### src/rtl/acc_stream_master_if.sv
// ---------------------------------------------------------------------------
// acc_stream_master_if
// Bundles every non-clock/reset signal of acc_stream_master: the job
// descriptor handshake, upstream weight/feature row streams, the result
// stream and the accelerator-facing instruction/data/output ports.
//   modport master : view of acc_stream_master (drives job_ready, row readys,
//                    result stream, accelerator inputs and status flags)
//   modport slave  : view of the surrounding system (host, DMA, accelerator)
// ---------------------------------------------------------------------------
interface acc_stream_master_if #(
  parameter int sys_cols   = 4,
  parameter int W_BITWIDTH = 8,
  parameter int P_BITWIDTH = 32,
  parameter int INSTR_SIZE = 32,
  parameter int CNT_W      = 16
);
  // job descriptor
  logic                           job_valid;
  logic                           job_ready;
  logic [INSTR_SIZE-1:0]          job_instr;
  logic [CNT_W-1:0]               job_nw;
  logic [CNT_W-1:0]               job_nif;
  logic [CNT_W-1:0]               job_nout;
  // upstream rows
  logic                           wrow_valid;
  logic                           wrow_ready;
  logic [sys_cols*W_BITWIDTH-1:0] wrow_data;
  logic                           ifrow_valid;
  logic                           ifrow_ready;
  logic [sys_cols*W_BITWIDTH-1:0] ifrow_data;
  // result stream
  logic                           res_valid;
  logic                           res_ready;
  logic [sys_cols*P_BITWIDTH-1:0] res_data;
  logic [sys_cols-1:0]            res_mask;
  // accelerator side
  logic                           start;
  logic                           instr_valid;
  logic [INSTR_SIZE-1:0]          instr;
  logic [sys_cols-1:0]            w_valid;
  logic [sys_cols-1:0]            if_valid;
  logic [sys_cols*W_BITWIDTH-1:0] wdata;
  logic [sys_cols*W_BITWIDTH-1:0] if_data;
  logic                           ready;
  logic [sys_cols-1:0]            read_out;
  logic [sys_cols*P_BITWIDTH-1:0] o_data;
  // status
  logic                           busy;
  logic                           done;
  logic                           err_ovf;
  logic                           err_timeout;

  modport master (
    input  job_valid, job_instr, job_nw, job_nif, job_nout,
           wrow_valid, wrow_data, ifrow_valid, ifrow_data,
           res_ready, ready, read_out, o_data,
    output job_ready, wrow_ready, ifrow_ready, res_valid, res_data, res_mask,
           start, instr_valid, instr, w_valid, if_valid, wdata, if_data,
           busy, done, err_ovf, err_timeout
  );

  modport slave (
    output job_valid, job_instr, job_nw, job_nif, job_nout,
           wrow_valid, wrow_data, ifrow_valid, ifrow_data,
           res_ready, ready, read_out, o_data,
    input  job_ready, wrow_ready, ifrow_ready, res_valid, res_data, res_mask,
           start, instr_valid, instr, w_valid, if_valid, wdata, if_data,
           busy, done, err_ovf, err_timeout
  );
endinterface

### src/rtl/acc_stream_master.sv
// ---------------------------------------------------------------------------
// acc_stream_master
// Host-side transmitter/collector for the matrix-multiply accelerator.
// Accepts a job descriptor, issues instruction + start, streams nw weight
// rows and nif feature rows to the accelerator, then waits until nout output
// rows have been captured. Output rows flagged by read_out are pushed into a
// small result FIFO that drains on a valid/ready stream independently of the
// job state.
// Ports:
//   clk  : clock
//   rst  : synchronous active-high reset
//   bus  : acc_stream_master_if.master (job, row streams, result stream,
//          accelerator ports, busy/done/err_ovf/err_timeout)
// Build option:
//   ACC_STREAM_TIMEOUT_EN : enables the DRAIN watchdog (TIMEOUT idle cycles
//                           without read_out -> err_timeout and finish job).
//                           Undefined: DRAIN waits forever, err_timeout = 0.
// ---------------------------------------------------------------------------
module acc_stream_master #(
  parameter int sys_cols   = 4,
  parameter int W_BITWIDTH = 8,
  parameter int P_BITWIDTH = 32,
  parameter int INSTR_SIZE = 32,
  parameter int CNT_W      = 16,
  parameter int RES_DEPTH  = 4,
  parameter int TIMEOUT    = 1024
) (
  input logic                 clk,
  input logic                 rst,
  acc_stream_master_if.master bus
);
  localparam int RW = sys_cols * W_BITWIDTH;
  localparam int PW = sys_cols * P_BITWIDTH;
  localparam int EW = PW + sys_cols;
  localparam int AW = $clog2(RES_DEPTH);
  localparam logic [AW:0]          FULL_C    = (AW+1)'(RES_DEPTH);
  localparam logic [CNT_W-1:0]     CNT_ZERO  = {CNT_W{1'b0}};
  localparam logic [sys_cols-1:0]  COL_ZERO  = {sys_cols{1'b0}};

  typedef enum logic [2:0] {
    S_IDLE      = 3'd0,
    S_ISSUE     = 3'd1,
    S_STREAM_W  = 3'd2,
    S_STREAM_IF = 3'd3,
    S_DRAIN     = 3'd4,
    S_DONE      = 3'd5
  } state_t;

  state_t                state_r, state_s;
  logic [INSTR_SIZE-1:0] instr_r;
  logic [CNT_W-1:0]      nw_r, nif_r, nout_r;
  logic [CNT_W-1:0]      w_cnt_r, if_cnt_r, out_cnt_r;
  logic                  w_valid_r, if_valid_r;
  logic [RW-1:0]         wdata_r, if_data_r;
  logic                  err_ovf_r;
  logic [EW-1:0]         mem_r [RES_DEPTH];
  logic [AW-1:0]         wr_ptr_r, rd_ptr_r;
  logic [AW:0]           count_r;

  logic job_fire_s, issue_fire_s, w_fire_s, if_fire_s;
  logic w_last_s, if_last_s, drain_ok_s;
  logic push_s, pop_s, full_s, wr_en_s, res_valid_s;
  logic [EW-1:0] rd_entry_s;
  logic watchdog_s;

  assign job_fire_s   = (state_r == S_IDLE)      && bus.job_valid;
  assign issue_fire_s = (state_r == S_ISSUE)     && bus.ready;
  assign w_fire_s     = (state_r == S_STREAM_W)  && bus.wrow_valid;
  assign if_fire_s    = (state_r == S_STREAM_IF) && bus.ifrow_valid;
  // Row counts are compared one bit wider so the +1 cannot wrap.
  assign w_last_s   = ({1'b0, w_cnt_r}  + (CNT_W+1)'(1'b1)) >= {1'b0, nw_r};
  assign if_last_s  = ({1'b0, if_cnt_r} + (CNT_W+1)'(1'b1)) >= {1'b0, nif_r};
  assign drain_ok_s = out_cnt_r >= nout_r;

  // Capture is live in every state but IDLE; a full FIFO still accepts a
  // push when the head is popped in the same cycle.
  assign push_s      = (state_r != S_IDLE) && (bus.read_out != COL_ZERO);
  assign res_valid_s = count_r != {(AW+1){1'b0}};
  assign pop_s       = res_valid_s && bus.res_ready;
  assign full_s      = count_r == FULL_C;
  assign wr_en_s     = push_s && (!full_s || pop_s);
  assign rd_entry_s  = mem_r[rd_ptr_r];

`ifdef ACC_STREAM_TIMEOUT_EN
  logic [31:0] idle_cnt_r;
  logic        err_timeout_r;

  assign watchdog_s      = idle_cnt_r >= 32'(TIMEOUT);
  assign bus.err_timeout = err_timeout_r;

  // Drain watchdog: counts idle DRAIN cycles, restarts on any read_out.
  always_ff @(posedge clk) begin
    if (rst) begin
      idle_cnt_r    <= 32'd0;
      err_timeout_r <= 1'b0;
    end else if (job_fire_s) begin
      idle_cnt_r    <= 32'd0;
      err_timeout_r <= 1'b0;
    end else if (state_r == S_DRAIN) begin
      if (bus.read_out != COL_ZERO)
        idle_cnt_r <= 32'd0;
      else if (!watchdog_s)
        idle_cnt_r <= idle_cnt_r + 32'd1;
      else
        idle_cnt_r <= idle_cnt_r;
      if (watchdog_s && !drain_ok_s)
        err_timeout_r <= 1'b1;
      else
        err_timeout_r <= err_timeout_r;
    end else begin
      idle_cnt_r <= 32'd0;
    end
  end
`else
  assign watchdog_s      = 1'b0;
  assign bus.err_timeout = 1'b0;
`endif

  // Next-state logic of the job sequencer.
  always_comb begin
    state_s = state_r;
    case (state_r)
      S_IDLE: begin
        if (bus.job_valid) state_s = S_ISSUE;
        else               state_s = S_IDLE;
      end
      S_ISSUE: begin
        // Empty phases are skipped entirely so STREAM_* never waits on zero rows.
        if (!bus.ready)            state_s = S_ISSUE;
        else if (nw_r != CNT_ZERO)  state_s = S_STREAM_W;
        else if (nif_r != CNT_ZERO) state_s = S_STREAM_IF;
        else                       state_s = S_DRAIN;
      end
      S_STREAM_W: begin
        if (w_fire_s && w_last_s) state_s = (nif_r != CNT_ZERO) ? S_STREAM_IF : S_DRAIN;
        else                      state_s = S_STREAM_W;
      end
      S_STREAM_IF: begin
        if (if_fire_s && if_last_s) state_s = S_DRAIN;
        else                        state_s = S_STREAM_IF;
      end
      S_DRAIN: begin
        if (drain_ok_s)      state_s = S_DONE;
        else if (watchdog_s) state_s = S_DONE;
        else                 state_s = S_DRAIN;
      end
      S_DONE:  state_s = S_IDLE;
      default: state_s = S_IDLE;
    endcase
  end

  // State, descriptor, counters, registered row outputs and overflow flag.
  always_ff @(posedge clk) begin
    if (rst) begin
      state_r    <= S_IDLE;
      instr_r    <= {INSTR_SIZE{1'b0}};
      nw_r       <= CNT_ZERO;
      nif_r      <= CNT_ZERO;
      nout_r     <= CNT_ZERO;
      w_cnt_r    <= CNT_ZERO;
      if_cnt_r   <= CNT_ZERO;
      out_cnt_r  <= CNT_ZERO;
      w_valid_r  <= 1'b0;
      if_valid_r <= 1'b0;
      wdata_r    <= {RW{1'b0}};
      if_data_r  <= {RW{1'b0}};
      err_ovf_r  <= 1'b0;
    end else begin
      state_r    <= state_s;
      w_valid_r  <= w_fire_s;
      if_valid_r <= if_fire_s;
      if (w_fire_s)  wdata_r   <= bus.wrow_data;
      if (if_fire_s) if_data_r <= bus.ifrow_data;
      if (job_fire_s) begin
        instr_r   <= bus.job_instr;
        nw_r      <= bus.job_nw;
        nif_r     <= bus.job_nif;
        nout_r    <= bus.job_nout;
        w_cnt_r   <= CNT_ZERO;
        if_cnt_r  <= CNT_ZERO;
        out_cnt_r <= CNT_ZERO;
        err_ovf_r <= 1'b0;
      end else begin
        if (w_fire_s)  w_cnt_r  <= w_cnt_r  + CNT_W'(1'b1);
        if (if_fire_s) if_cnt_r <= if_cnt_r + CNT_W'(1'b1);
        // Dropped rows still count toward nout so DRAIN cannot stall on them.
        if (push_s && (out_cnt_r != {CNT_W{1'b1}})) out_cnt_r <= out_cnt_r + CNT_W'(1'b1);
        if (push_s && !wr_en_s) err_ovf_r <= 1'b1;
      end
    end
  end

  // Result FIFO pointers and occupancy.
  always_ff @(posedge clk) begin
    if (rst) begin
      wr_ptr_r <= {AW{1'b0}};
      rd_ptr_r <= {AW{1'b0}};
      count_r  <= {(AW+1){1'b0}};
    end else begin
      if (wr_en_s) wr_ptr_r <= wr_ptr_r + AW'(1'b1);
      if (pop_s)   rd_ptr_r <= rd_ptr_r + AW'(1'b1);
      count_r <= count_r + (AW+1)'(wr_en_s) - (AW+1)'(pop_s);
    end
  end

  // Result FIFO storage; contents are only visible while res_valid is high.
  always_ff @(posedge clk) begin
    if (wr_en_s) mem_r[wr_ptr_r] <= {bus.o_data, bus.read_out};
  end

  assign bus.job_ready   = state_r == S_IDLE;
  assign bus.busy        = state_r != S_IDLE;
  assign bus.done        = state_r == S_DONE;
  assign bus.start       = issue_fire_s;
  assign bus.instr_valid = issue_fire_s;
  assign bus.instr       = issue_fire_s ? instr_r : {INSTR_SIZE{1'b0}};
  assign bus.wrow_ready  = state_r == S_STREAM_W;
  assign bus.ifrow_ready = state_r == S_STREAM_IF;
  assign bus.w_valid     = {sys_cols{w_valid_r}};
  assign bus.if_valid    = {sys_cols{if_valid_r}};
  assign bus.wdata       = wdata_r;
  assign bus.if_data     = if_data_r;
  assign bus.res_valid   = res_valid_s;
  assign bus.res_data    = res_valid_s ? rd_entry_s[EW-1:sys_cols] : {PW{1'b0}};
  assign bus.res_mask    = res_valid_s ? rd_entry_s[sys_cols-1:0] : COL_ZERO;
  assign bus.err_ovf     = err_ovf_r;
endmodule

### src/flat_wrapper.sv
// flat-port wrapper written by rule: the top's interface ports become plain ports
module acc_stream_master_flat 
#(
  parameter int sys_cols   = 4,
  parameter int W_BITWIDTH = 8,
  parameter int P_BITWIDTH = 32,
  parameter int INSTR_SIZE = 32,
  parameter int CNT_W      = 16,
  parameter int RES_DEPTH  = 4,
  parameter int TIMEOUT    = 1024
)
  (clk, rst, bus_job_valid, bus_job_instr, bus_job_nw, bus_job_nif, bus_job_nout, bus_wrow_valid, bus_wrow_data, bus_ifrow_valid, bus_ifrow_data, bus_res_ready, bus_ready, bus_read_out, bus_o_data, bus_job_ready, bus_wrow_ready, bus_ifrow_ready, bus_res_valid, bus_res_data, bus_res_mask, bus_start, bus_instr_valid, bus_instr, bus_w_valid, bus_if_valid, bus_wdata, bus_if_data, bus_busy, bus_done, bus_err_ovf, bus_err_timeout);
  acc_stream_master_if #(.sys_cols(sys_cols), .W_BITWIDTH(W_BITWIDTH), .P_BITWIDTH(P_BITWIDTH), .INSTR_SIZE(INSTR_SIZE), .CNT_W(CNT_W)) bus_i ();
  input logic clk;
  input logic rst;
  input wire logic [$bits(bus_i.job_valid)-1:0] bus_job_valid;
  input wire logic [$bits(bus_i.job_instr)-1:0] bus_job_instr;
  input wire logic [$bits(bus_i.job_nw)-1:0] bus_job_nw;
  input wire logic [$bits(bus_i.job_nif)-1:0] bus_job_nif;
  input wire logic [$bits(bus_i.job_nout)-1:0] bus_job_nout;
  input wire logic [$bits(bus_i.wrow_valid)-1:0] bus_wrow_valid;
  input wire logic [$bits(bus_i.wrow_data)-1:0] bus_wrow_data;
  input wire logic [$bits(bus_i.ifrow_valid)-1:0] bus_ifrow_valid;
  input wire logic [$bits(bus_i.ifrow_data)-1:0] bus_ifrow_data;
  input wire logic [$bits(bus_i.res_ready)-1:0] bus_res_ready;
  input wire logic [$bits(bus_i.ready)-1:0] bus_ready;
  input wire logic [$bits(bus_i.read_out)-1:0] bus_read_out;
  input wire logic [$bits(bus_i.o_data)-1:0] bus_o_data;
  output wire logic [$bits(bus_i.job_ready)-1:0] bus_job_ready;
  output wire logic [$bits(bus_i.wrow_ready)-1:0] bus_wrow_ready;
  output wire logic [$bits(bus_i.ifrow_ready)-1:0] bus_ifrow_ready;
  output wire logic [$bits(bus_i.res_valid)-1:0] bus_res_valid;
  output wire logic [$bits(bus_i.res_data)-1:0] bus_res_data;
  output wire logic [$bits(bus_i.res_mask)-1:0] bus_res_mask;
  output wire logic [$bits(bus_i.start)-1:0] bus_start;
  output wire logic [$bits(bus_i.instr_valid)-1:0] bus_instr_valid;
  output wire logic [$bits(bus_i.instr)-1:0] bus_instr;
  output wire logic [$bits(bus_i.w_valid)-1:0] bus_w_valid;
  output wire logic [$bits(bus_i.if_valid)-1:0] bus_if_valid;
  output wire logic [$bits(bus_i.wdata)-1:0] bus_wdata;
  output wire logic [$bits(bus_i.if_data)-1:0] bus_if_data;
  output wire logic [$bits(bus_i.busy)-1:0] bus_busy;
  output wire logic [$bits(bus_i.done)-1:0] bus_done;
  output wire logic [$bits(bus_i.err_ovf)-1:0] bus_err_ovf;
  output wire logic [$bits(bus_i.err_timeout)-1:0] bus_err_timeout;
  assign bus_i.job_valid = bus_job_valid;
  assign bus_i.job_instr = bus_job_instr;
  assign bus_i.job_nw = bus_job_nw;
  assign bus_i.job_nif = bus_job_nif;
  assign bus_i.job_nout = bus_job_nout;
  assign bus_i.wrow_valid = bus_wrow_valid;
  assign bus_i.wrow_data = bus_wrow_data;
  assign bus_i.ifrow_valid = bus_ifrow_valid;
  assign bus_i.ifrow_data = bus_ifrow_data;
  assign bus_i.res_ready = bus_res_ready;
  assign bus_i.ready = bus_ready;
  assign bus_i.read_out = bus_read_out;
  assign bus_i.o_data = bus_o_data;
  assign bus_job_ready = bus_i.job_ready;
  assign bus_wrow_ready = bus_i.wrow_ready;
  assign bus_ifrow_ready = bus_i.ifrow_ready;
  assign bus_res_valid = bus_i.res_valid;
  assign bus_res_data = bus_i.res_data;
  assign bus_res_mask = bus_i.res_mask;
  assign bus_start = bus_i.start;
  assign bus_instr_valid = bus_i.instr_valid;
  assign bus_instr = bus_i.instr;
  assign bus_w_valid = bus_i.w_valid;
  assign bus_if_valid = bus_i.if_valid;
  assign bus_wdata = bus_i.wdata;
  assign bus_if_data = bus_i.if_data;
  assign bus_busy = bus_i.busy;
  assign bus_done = bus_i.done;
  assign bus_err_ovf = bus_i.err_ovf;
  assign bus_err_timeout = bus_i.err_timeout;
  acc_stream_master #(.sys_cols(sys_cols), .W_BITWIDTH(W_BITWIDTH), .P_BITWIDTH(P_BITWIDTH), .INSTR_SIZE(INSTR_SIZE), .CNT_W(CNT_W), .RES_DEPTH(RES_DEPTH), .TIMEOUT(TIMEOUT)) u_core (.clk(clk), .rst(rst), .bus(bus_i));
endmodule
### config.mk
export PLATFORM = sky130hd
export DESIGN_NAME = acc_stream_master_flat
export DESIGN_NICKNAME = d
export VERILOG_FILES = /design/src/rtl/acc_stream_master_if.sv /design/src/rtl/acc_stream_master.sv /design/src/flat_wrapper.sv
export SDC_FILE = /design/constraint.sdc
export NUM_CORES = 1
export LEC_CHECK = 0
export ABC_AREA = 1
export CAP_MARGIN = 20
export CORE_MARGIN = 2
export CORE_UTILIZATION = 50
export CTS_BUF_LIST = sky130_fd_sc_hd__clkbuf_16
export DETAILED_ROUTE_END_ITERATION = 10
export GPL_TIMING_DRIVEN = 0
export PLACE_DENSITY = 0.87
export SYNTH_ARGS = -nofsm -noshare
export SYNTH_HDL_FRONTEND = slang
export SYNTH_SLANG_ARGS = --single-unit
### constraint.sdc
create_clock -name clk -period 10.6 [get_ports clk]
set_input_delay 2.12 -clock clk [delete_from_list [all_inputs] [get_ports clk]]
set_output_delay 2.12 -clock clk [all_outputs]
set_load 0.02 [all_outputs]
==> insert_results.sql, run 1 <==
INSERT INTO impl_metrics (metric_group, metric, value, unit) VALUES
('run_status', 'outcome', 'complete, no violations', ''),
('timing', 'grt_setup_unrepaired', 'no', ''),
('logic_synthesis', 'mean_instance_size_in_the_synthesized_netlist', '10.5', 'sq um'),
('timing', 'timing_worst_slew_pin_value', '990', 'ps'),
('logic_synthesis', 'synth_edf_count', '528', ''),
('global_routing', 'grt_antenna_before_repair', '16', ''),
('logic_synthesis', 'ys_top_cells_by_area', 'sky130_fd_sc_hd__edfxtp_1 (53%), sky130_fd_sc_hd__dfxtp_1 (14%), sky130_fd_sc_hd__nor2_1 (7.6%)', ''),
('worst_setup_path', 'timing.critical_path.required', '8480', 'ps'),
('clocking', 'cts.repair.resized', '0', ''),
('clocking', 'htree_levels', '3', ''),
('timing', 'fraction_of_the_cycle_the_final_worst_path_needs', '57.8', '%'),
('clocking', 'cts_setup_buffers', '0', ''),
('timing', 'slew_violations', '0', ''),
('logic_synthesis', 'synth_ff_type', 'sky130_fd_sc_hd__edfxtp_1', ''),
('finish', 'drive_above_1_share', '5.55', '%'),
('timing', 'report.final.hold_viol_count', '0', ''),
('die', 'initial_core_util', '50.7', '%'),
('min_path', 'hp-class', 'flip-flop to flip-flop', ''),
('worst_setup_path', 'timing.setup.critical_path_class', 'input pin to output port', ''),
('pwr', 'vdd_drop_max', '0.157', 'mV'),
('route', 'detailedRoute.firstPassIterationCount', '8', ''),
('die', 'chipHeight', '249', 'um'),
('logic_synthesis', 'synth_most_common_cell', 'sky130_fd_sc_hd__nor2_1', ''),
('route', 'viasPerCell', '5.51', ''),
('clocking', 'clkSinkCount', '735', ''),
('logic_synthesis', 'syn-instance-count', '2868', ''),
('clocking', 'postCtsHoldBufs', '0', ''),
('clocking', 'cts_made_buffers', '76', ''),
('route', 'detail-route-antenna-nets', '0', ''),
('route', 'totalWireLength', '88200', 'um'),
('finish', 'fill_cells', '4154', ''),
('worst_setup_path', 'worst_path_arrival', '4000', 'ps'),
('global_routing', 'grt_max_degree', '31', ''),
('logic_synthesis', 'synth_top_area_cell', 'sky130_fd_sc_hd__edfxtp_1', ''),
('die', 'boundaryPins', '529', ''),
('pwr', 'power_density', '226', 'mW/mm^2'),
('worst_setup_path', 'cp-start-kind', 'input pin', ''),
('route', 'drt_iter0_markers', '2127', ''),
('clocking', 'clk_pin_slew_worst_paths', '60', 'ps'),
('global_routing', 'overall_track_demand_over_capacity_in_global_routing', '27.6', '%'),
('clocking', 'clock-root-buffer', 'sky130_fd_sc_hd__clkbuf_16', ''),
('timing', 'post_layout_min_period', '6120', 'ps'),
('timing', 'final-setup-viol-count', '0', ''),
('die', 'chipWidth', '249', 'um'),
('logic_synthesis', 'post_synth_most_frequent_cells', 'sky130_fd_sc_hd__nor2_1 (610), sky130_fd_sc_hd__edfxtp_1 (528), sky130_fd_sc_hd__o21ai_0 (374)', ''),
('logic_synthesis', 'synth.yosys.warnings', '0', ''),
('timing', 'achievable-frequency', '0.163', 'GHz'),
('flow_run', 'max_cap_violations', '0', ''),
('route', 'drc_viols', '0', ''),
('clocking', 'tritoncts', 'yes', ''),
('pwr', 'total_power', '8.85', 'mW'),
('placed_design', 'dpl_hpwl', '59500', 'um'),
('route', 'detail_route.wl_per_cell', '20.4', 'um'),
('timing', 'worst_slew_margin', '34.0', '%'),
('worst_setup_path', 'timing.critical_path.to_type', 'output port', ''),
('placed_design', 'placedInstanceArea', '0.0367', 'sq mm'),
('logic_synthesis', 'synth_fp_nets', '3209', ''),
('pwr', 'p_leak', '14.0', 'nW'),
('timing', 'timing.clock.skew', '40.6', 'ps'),
('logic_synthesis', 'async_reset_ff_share', '0', '%'),
('logic_synthesis', 'yosys.cell_types.count', '41', ''),
('worst_setup_path', 'critical_path.max_fanout', '10', ''),
('finish', 'final_net_count', '3833', ''),
('die', 'placeableCoreArea', '0.0591', 'sq mm'),
('global_routing', 'global_route.overflow_total', '0', ''),
('die', 'floorplan.rows', '89', ''),
('clocking', 'cts.path.max_buffers', '3', ''),
('global_routing', 'vias_in_the_first_global_route', '23492', ''),
('finish', 'final_cell_area', '0.0391', 'sq mm'),
('logic_synthesis', 'synthDominantCellAreaShare', '52.9', '%'),
('clocking', 'clock_latency', '630', 'ps'),
('route', 'vias', '23886', ''),
('finish', 'area_growth', '30.5', '%'),
('logic_synthesis', 'synth.cell_area', '0.0300', 'sq mm'),
('placed_design', 'placement.io_buffers', '526', ''),
('die', 'die_area', '0.0619', 'sq mm'),
('global_routing', 'grt_first_pass_wirelength', '131000', 'um'),
('placed_design', 'place.gp.congestion', '0.904', ''),
('logic_synthesis', 'postSynthRegisterBits', '735', ''),
('logic_synthesis', 'ys_seq_area_share', '66.7', '%');
## final cells by class
| cell class | instances | area (sq um) | area share (%) |
|---|---|---|---|
| Sequential cell | 735 | 20000 | 51.1 |
| Multi-Input combinational cell | 1773 | 8590 | 22.0 |
| Timing Repair Buffer | 546 | 5700 | 14.6 |
| Clock buffer | 78 | 1950 | 4.99 |
| Tap cell | 773 | 967 | 2.47 |
| Inverter | 188 | 711 | 1.82 |
| Buffer | 172 | 708 | 1.81 |
| Clock inverter | 57 | 467 | 1.19 |
| Antenna cell | 10 | 25.0 | 0.0640 |
## through the flow
step / hold slack (ps) / TNS [ps] / std cells / util, % / setup WS [ps]
after floorplan: 430 / 0 / 2868 / - / 1920
after global placement: 440 / -1574970 / 4167 / 61.2 / -3100
after detailed placement: 443 / 0 / 4187 / 62.0 / 4520
after CTS: 453 / 0 / 4322 / 66.1 / 4520
after global routing: 475 / 0 / 4330 / 66.1 / 4390
final: 453 / 0 / 4332 / 66.2 / 4480
## cell usage in the layout, fill, tap and decap left out, drive strengths merged, types with 5 or more instances in the layout
master,n
nor2,617
edfxtp,528
clkdlybuf4s50,526
o21ai,382
a21oi,339
nand2,250
dfxtp,207
inv,202
clkbuf,202
buf,68
ha,57
nand3,36
clkinv,35
xor2,28
nor3,23
nand4,11
diode,10
nor4,7
bufinv,5
## flip-flops by register name (all words and copies together) (netlist names), named ones only
| signal | count |
|---|---|
| u_core.if_valid_r | 1 |
| u_core.state_r | 3 |
| u_core.count_r | 3 |
| u_core.mem_r | 528 |
| u_core.wr_ptr_r | 2 |
| u_core.if_cnt_r | 16 |
| u_core.w_valid_r | 1 |
| u_core.rd_ptr_r | 2 |
| u_core.bus.err_ovf | 1 |
| u_core.out_cnt_r | 16 |
| u_core.w_cnt_r | 16 |
| u_core.nw_r | 16 |
| u_core.bus.if_data | 32 |
| u_core.bus.wdata | 32 |
| u_core.nif_r | 16 |
| u_core.nout_r | 16 |
| u_core.instr_r | 32 |
## critical path, cell delays in order
cell and delay [ps]:
sky130_fd_sc_hd__clkdlybuf4s50_1 490, sky130_fd_sc_hd__nand2_1 170, sky130_fd_sc_hd__clkbuf_1 320, sky130_fd_sc_hd__nor2_1 250, sky130_fd_sc_hd__clkdlybuf4s50_1 650
## routing by layer
| metal | vias up | global-route usage, % | share of wire (%) |
|---|---|---|---|
| met5 | - | 0 | 0.12 |
| met4 | 16 | 13.3 | 4.7 |
| met2 | 1354 | 48.5 | 50 |
| li1 | 11054 | - | - |
| met3 | 250 | 6.39 | 9.8 |
| met1 | 11212 | 31.8 | 36 |
## kinds of logic (layout without fill, tap and decap cells)
family          after synthesis  count (layout)  synth area share, %
compound gates              735             735                 12.4
other cells                   1              11               0.0125
buf+inv                     360            1041                 4.73
flops                       735             735                 66.7
fa+ha+maj                    58              58                 2.45
simple gates                948             948                 12.8
xor+xnor                     31              31                0.906
## worst paths after layout
| kind | start | to | slack (ps) | cells after the start |
|---|---|---|---|---|
| min | u_core.instr_r[2] | u_core.instr_r[2] | 450 | 2 |
| min reg2reg | u_core.instr_r[2] | u_core.instr_r[2] | 450 | 2 |
| max reg2reg | u_core.if_cnt_r[0] | u_core.state_r[0] | 7580 | 24 |
| max | bus_ready | bus_instr[15] | 4480 | 5 |
## where the power goes
group | total (mW) | switching (mW) | internal, mW
clock | 2.59 | 1.13 | 1.47
combinational | 2.91 | 1.85 | 1.06
sequential | 3.35 | 0.0578 | 3.29
(Power assumes the default switching activity.)
==> run 2: changes to the inputs <==
==> constraint.sdc (replaced) <==
create_clock -name clk -period 6.13 [get_ports clk]
set_input_delay 1.226 -clock clk [delete_from_list [all_inputs] [get_ports clk]]
set_output_delay 1.226 -clock clk [all_outputs]
set_load 0.02 [all_outputs]
==> results of run 2 <==
Same layout as run 1 (identical final DEF). Status: complete, no violations.
Among the figures that moved: setup slack after placement 4520 ps -> 1800 ps; setup slack after layout 4480 ps -> 1160 ps; end point of the critical path bus_instr[15] -> bus_res_data[86]; register-to-register setup slack 7580 ps -> 3110 ps; total power 8.85 mW -> 15.3 mW; worst IR drop on VDD 0.157 mV -> 0.271 mV
